$ cat src/rtl/iob_cpu_bus_arb.sv
// Two-requester (instruction/data) arbiter in front of a single IOb-style memory port.
// Define IOB_CPU_BUS_ARB_RR_EN for round-robin arbitration; otherwise data wins over instruction.
module iob_cpu_bus_arb #(
  parameter int ADDR_W = 32,
  parameter int DATA_W = 32
) (
  input  logic                clk_i,
  input  logic                rst_n_i,
  input  logic                cke_i,

  input  logic                i_avalid_i,
  input  logic [ADDR_W-1:0]   i_addr_i,
  input  logic [DATA_W-1:0]   i_wdata_i,
  input  logic [DATA_W/8-1:0] i_wstrb_i,
  output logic [DATA_W-1:0]   i_rdata_o,
  output logic                i_rvalid_o,
  output logic                i_ready_o,

  input  logic                d_avalid_i,
  input  logic [ADDR_W-1:0]   d_addr_i,
  input  logic [DATA_W-1:0]   d_wdata_i,
  input  logic [DATA_W/8-1:0] d_wstrb_i,
  output logic [DATA_W-1:0]   d_rdata_o,
  output logic                d_rvalid_o,
  output logic                d_ready_o,

  output logic                m_avalid_o,
  output logic [ADDR_W-1:0]   m_addr_o,
  output logic [DATA_W-1:0]   m_wdata_o,
  output logic [DATA_W/8-1:0] m_wstrb_o,
  input  logic [DATA_W-1:0]   m_rdata_i,
  input  logic                m_rvalid_i,
  input  logic                m_ready_i,

  output logic                busy_o,
  output logic [1:0]          state_o,
  output logic                gnt_o
);

  localparam int STRB_W = DATA_W / 8;

  typedef enum logic [1:0] {
    IDLE   = 2'd0,
    REQ    = 2'd1,
    WAIT_R = 2'd2
  } state_t;

  state_t            state_q, state_d;
  logic              gnt_q, gnt_d;
  logic              arb_gnt;
  logic              req_any;
  logic              in_req, in_wait;
  logic              g_avalid, g_write, g_ready, g_rvalid;
  logic [ADDR_W-1:0] g_addr;
  logic [DATA_W-1:0] g_wdata;
  logic [STRB_W-1:0] g_wstrb;

`ifdef IOB_CPU_BUS_ARB_RR_EN
  logic              last_gnt_q, last_gnt_d;
`endif

  // Arbitration decision, only consumed while IDLE.
  always_comb begin
    req_any = i_avalid_i | d_avalid_i;
`ifdef IOB_CPU_BUS_ARB_RR_EN
    arb_gnt = (i_avalid_i & d_avalid_i) ? ~last_gnt_q : d_avalid_i;
`else
    arb_gnt = d_avalid_i;
`endif
  end

  // Handshake: a request is accepted in the cycle m_avalid_o and m_ready_i are both high;
  // read data is taken in the cycle m_rvalid_i is high. Writes (wstrb != 0) get no rvalid.
  always_comb begin
    in_req   = (state_q == REQ);
    in_wait  = (state_q == WAIT_R);
    g_avalid = gnt_q ? d_avalid_i : i_avalid_i;
    g_addr   = gnt_q ? d_addr_i   : i_addr_i;
    g_wdata  = gnt_q ? d_wdata_i  : i_wdata_i;
    g_wstrb  = gnt_q ? d_wstrb_i  : i_wstrb_i;
    g_write  = |g_wstrb;
    g_ready  = in_req & m_ready_i;
    g_rvalid = (in_req & g_avalid & m_ready_i & ~g_write & m_rvalid_i) |
               (in_wait & m_rvalid_i);
  end

  assign m_avalid_o = in_req & g_avalid;
  assign m_addr_o   = in_req ? g_addr  : '0;
  assign m_wdata_o  = in_req ? g_wdata : '0;
  assign m_wstrb_o  = in_req ? g_wstrb : '0;

  assign i_ready_o  = g_ready & ~gnt_q;
  assign d_ready_o  = g_ready &  gnt_q;
  assign i_rvalid_o = g_rvalid & ~gnt_q;
  assign d_rvalid_o = g_rvalid &  gnt_q;

  // Read data fans out unconditionally; only rvalid selects the consumer.
  assign i_rdata_o  = m_rdata_i;
  assign d_rdata_o  = m_rdata_i;

  assign busy_o     = (state_q != IDLE);
  assign state_o    = state_q;
  assign gnt_o      = gnt_q;

  always_comb begin
    state_d = state_q;
    gnt_d   = gnt_q;
`ifdef IOB_CPU_BUS_ARB_RR_EN
    last_gnt_d = last_gnt_q;
`endif
    case (state_q)
      IDLE: begin
        if (req_any) begin
          state_d = REQ;
          gnt_d   = arb_gnt;
`ifdef IOB_CPU_BUS_ARB_RR_EN
          last_gnt_d = arb_gnt;
`endif
        end
      end
      REQ: begin
        // A requester withdrawing before acceptance simply cancels the slot.
        if (!g_avalid) begin
          state_d = IDLE;
        end else if (m_ready_i) begin
          if (g_write || m_rvalid_i) state_d = IDLE;
          else                       state_d = WAIT_R;
        end
      end
      WAIT_R: begin
        if (m_rvalid_i) state_d = IDLE;
      end
      default: state_d = IDLE;
    endcase
  end

  always_ff @(posedge clk_i) begin
    if (!rst_n_i) begin
      state_q <= IDLE;
      gnt_q   <= 1'b0;
`ifdef IOB_CPU_BUS_ARB_RR_EN
      last_gnt_q <= 1'b0;
`endif
    end else if (cke_i) begin
      state_q <= state_d;
      gnt_q   <= gnt_d;
`ifdef IOB_CPU_BUS_ARB_RR_EN
      last_gnt_q <= last_gnt_d;
`endif
    end
  end

endmodule

$ cat config.mk
export PLATFORM = sky130hd
export DESIGN_NAME = iob_cpu_bus_arb
export DESIGN_NICKNAME = d
export VERILOG_FILES = /design/src/rtl/iob_cpu_bus_arb.sv
export SDC_FILE = /design/constraint.sdc
export NUM_CORES = 1
export LEC_CHECK = 0
export ABC_AREA = 1
export BUFFER_PORTS_ARGS = -buffer_cell sky130_fd_sc_hd__buf_2
export CAP_MARGIN = 10
export CORE_AREA = 8 8 116 118
export CTS_BUF_LIST = sky130_fd_sc_hd__clkbuf_4
export DETAILED_ROUTE_END_ITERATION = 7
export DIE_AREA = 0 0 124 126
export GPL_TIMING_DRIVEN = 0
export PLACE_DENSITY_LB_ADDON = 0.1
export SYNTH_ARGS = -nofsm -noshare
export SYNTH_HDL_FRONTEND = slang
export SYNTH_SLANG_ARGS = --single-unit
$ cat constraint.sdc
create_clock -name clk_i -period 1.7 [get_ports clk_i]
set_input_delay 0.255 -clock clk_i [delete_from_list [all_inputs] [get_ports clk_i]]
set_output_delay 0.255 -clock clk_i [all_outputs]
set_load 0.02 [all_outputs]
==> impl_metrics.ini <==
[status]
status = finished with violations
violations = setup timing

[layout]
multiInputGateArea_sq_um = 1251
antennaDiodeCount = 0
regArea_sq_um = 65.06
layout-drive-gt1-share_pct = 68.46
nFillCells = 1329
final_util_pct = 35.43
fin_nets = 826
syn_to_final_growth_pct = 133.7

[clock_network]
clk_latency_ps = 230
clockBufferDepth = 2
clkSinkCount = 3
clk_pin_slew_ps = 40
root_buffer = clkbuf_4
cts_tree = built
numCtsBuffers = 3
cts_max_level = 1
hold_buffers = 0

[critical_path]
r2r_slack_ps = 250
critPathLaunch = state_o[0]$_SDFFE_PN0P_
worstPathArrival_ps = 1500
setup.worst_path.class = reg2out
critical_path.startpoint_type = flip-flop
cp_common_cell = nor2_4
slowest_delay_ps = 340
path_cells = inv_2, nor2_4, buf_4, nand2_4, nor2_4, nand3_2, a21oi_2, buf_6
crit_path_max_fanout = 5
cp_slowest_cell = dfxtp_2
rr_startpoint = gnt_o$_SDFFE_PN0P_
required_ps = 1440
end_kind = primary output

[detailed_routing]
dr.pass1.iters = 4
drcViolationCount = 0
drt_wl_total_mm = 11.95
drt_iter0_markers = 94
via_per_inst = 3.955
avgRoutedWirePerCell_um = 14.99
ant_nets = 0
num_vias = 3152

[timing]
rsz0062_at_grt = true
worst_slew_pin_slew_ps = 243.3
min_period_over_period_pct = 103.0
hold_viol = 0
finalWorstSetupSlack_ps = -50.26
skew_ps = 0.01810
max_freq_mhz = 571.3
timing.hold.ws_ps = 274.4
finalMaxSlewViolations = 0
max-slew-margin-rel_pct = 83.76
fin_crit_ps = 1750
setup_viol = 9

[logic_synthesis]
synth_mux_area_share_pct = 0
synth_compound_area_share_pct = 19.87
yosys.cell_types.count = 18
synth_most_common_cell = nand2_1
synth.avg_cell_area_sq_um = 5.117
ys_seq_elements = 3
synthAdderAreaFrac_pct = 0
yosys.area_share.simple_pct = 37.84
yosys_warnings = 0
yosysTopAreaCellShare_pct = 31.08
netlist_area_sq_um = 1775
syn-num-nets = 522
yosysSeqAreaShare_pct = 3.383
synth_top_family_by_area = buffers and inverters
synth_area_leaders = nand2_1 31%, buf_4 30%, a21oi_1 19%
synthTopCellsByCount = 147 x nand2_1, 72 x buf_4, 68 x a21oi_1
synth-edff-count = 0
yosys.area.top_type = nand2_1
synth_xor_area_share_pct = 0
ys_async_sr_fraction_pct = 0
syn_inst = 347
synth_flop_cell = dfxtp_1

[power]
finalPower_mw = 1.656
peakVddDrop_v = 0.0002317
leakage_nw = 2.437
p_per_area_nw_per_um2 = 399.2

[global_routing]
first_global_vias = 3134
grt_pass1_wl_mm = 17.01
grt_max_degree = 11
grt_remaining_overflow = 0
antenna_found_initial = 0
grt_use_total_pct = 13.47

[run]
timing.max_cap.violations = 0

[die]
core_area_sq_um = 11710
start_util_pct = 15.16
die_area_sq_um = 15620
chipHeight_um = 126
io_pins = 316
rows = 40
die_w_um = 124

[worst_hold_path]
hold_start = rst_n_i
hp-class = in2reg

[placement]
routabilityCongestion = 0.7803
port_buffers = 283
dp_worst_setup_slack_ps = 58.11
dp_hpwl_mm = 9.918
final cells by class:
type | instances | area share, %
repair buffers | 298 | 42.85
multi-input cells | 241 | 30.16
plain buffers | 86 | 18.03
well taps | 147 | 4.433
inverters | 17 | 1.960
flip-flops and latches | 3 | 1.568
clock buffers | 4 | 0.7238
repair inverters | 1 | 0.2714
path summary, 6_finish.rpt:
kind,end,depth (start not counted)
setup reg to reg,state_o[1]$_SDFFE_PN0P_,11
hold / removal,gnt_o$_SDFFE_PN0P_,3
setup / recovery,d_rvalid_o,8
hold reg to reg,state_o[0]$_SDFFE_PN0P_,2
critical path, delay by kind of cell (launching register included):
kind	cells	cell delay (ps)
simple gates	4	410
compound gates	1	150
buf+inv	3	350
flops	1	340
per-layer routing:
metal,part of all wire (%),global-route usage [%],wire [um],up-vias
li1,-,-,-,1628
met1,35,14.71,4203,1372
met2,54,26.56,6488,150
met3,10,2.770,1231,2
met4,0.19,0.7003,23,0
met5,0,0,0,-
metrics by stage:
stage | setup TNS (ps) | instance area, sq um | instances
after floorplan | 0 | 1775 | 347
after CTS | -601.3 | 3670 | 791
after global routing | -5234 | 4149 | 797
after global placement | 0 | 3376 | 777
after detailed placement | 0 | 3376 | 777
final | -148.8 | 4149 | 797
kinds of logic after synthesis:
kind of cell	count (synthesis)
and+or+nand+nor	171
buffers and inverters	103
AOI/OAI and AO/OA	70
DFF	3
sequential cells by signal (all words and copies together), names as in the netlist:
name,count
state_o,2
gnt_o,1
cell usage in the layout (no fill, tap or decap), drive strengths merged:
master	Yosys	routed
a21boi	1	1
a21oi	68	68
buf	83	380
clkbuf	3	8
clkinv	0	2
dfxtp	3	3
inv	17	16
nand2	153	153
nand3	4	4
nand4	1	1
nor2	11	11
nor3	2	2
o21ai	1	1
power by group:
| part | internal, mW | total (mW) | switching (mW) |
|---|---|---|---|
| clock network | 0.104 | 0.142 | 0.0383 |
| logic | 0.663 | 1.43 | 0.764 |
| registers | 0.0781 | 0.0873 | 0.00925 |
what timing repair did:
item,in CTS,in global routing
setup buffers,8,7
pin swaps,6,14
hold endpoints to repair,0,0
gates resized for setup,71,110
setup endpoints to repair,72,71
gates cloned,2,3
Note: power is estimated with default switching activity, not from simulation.
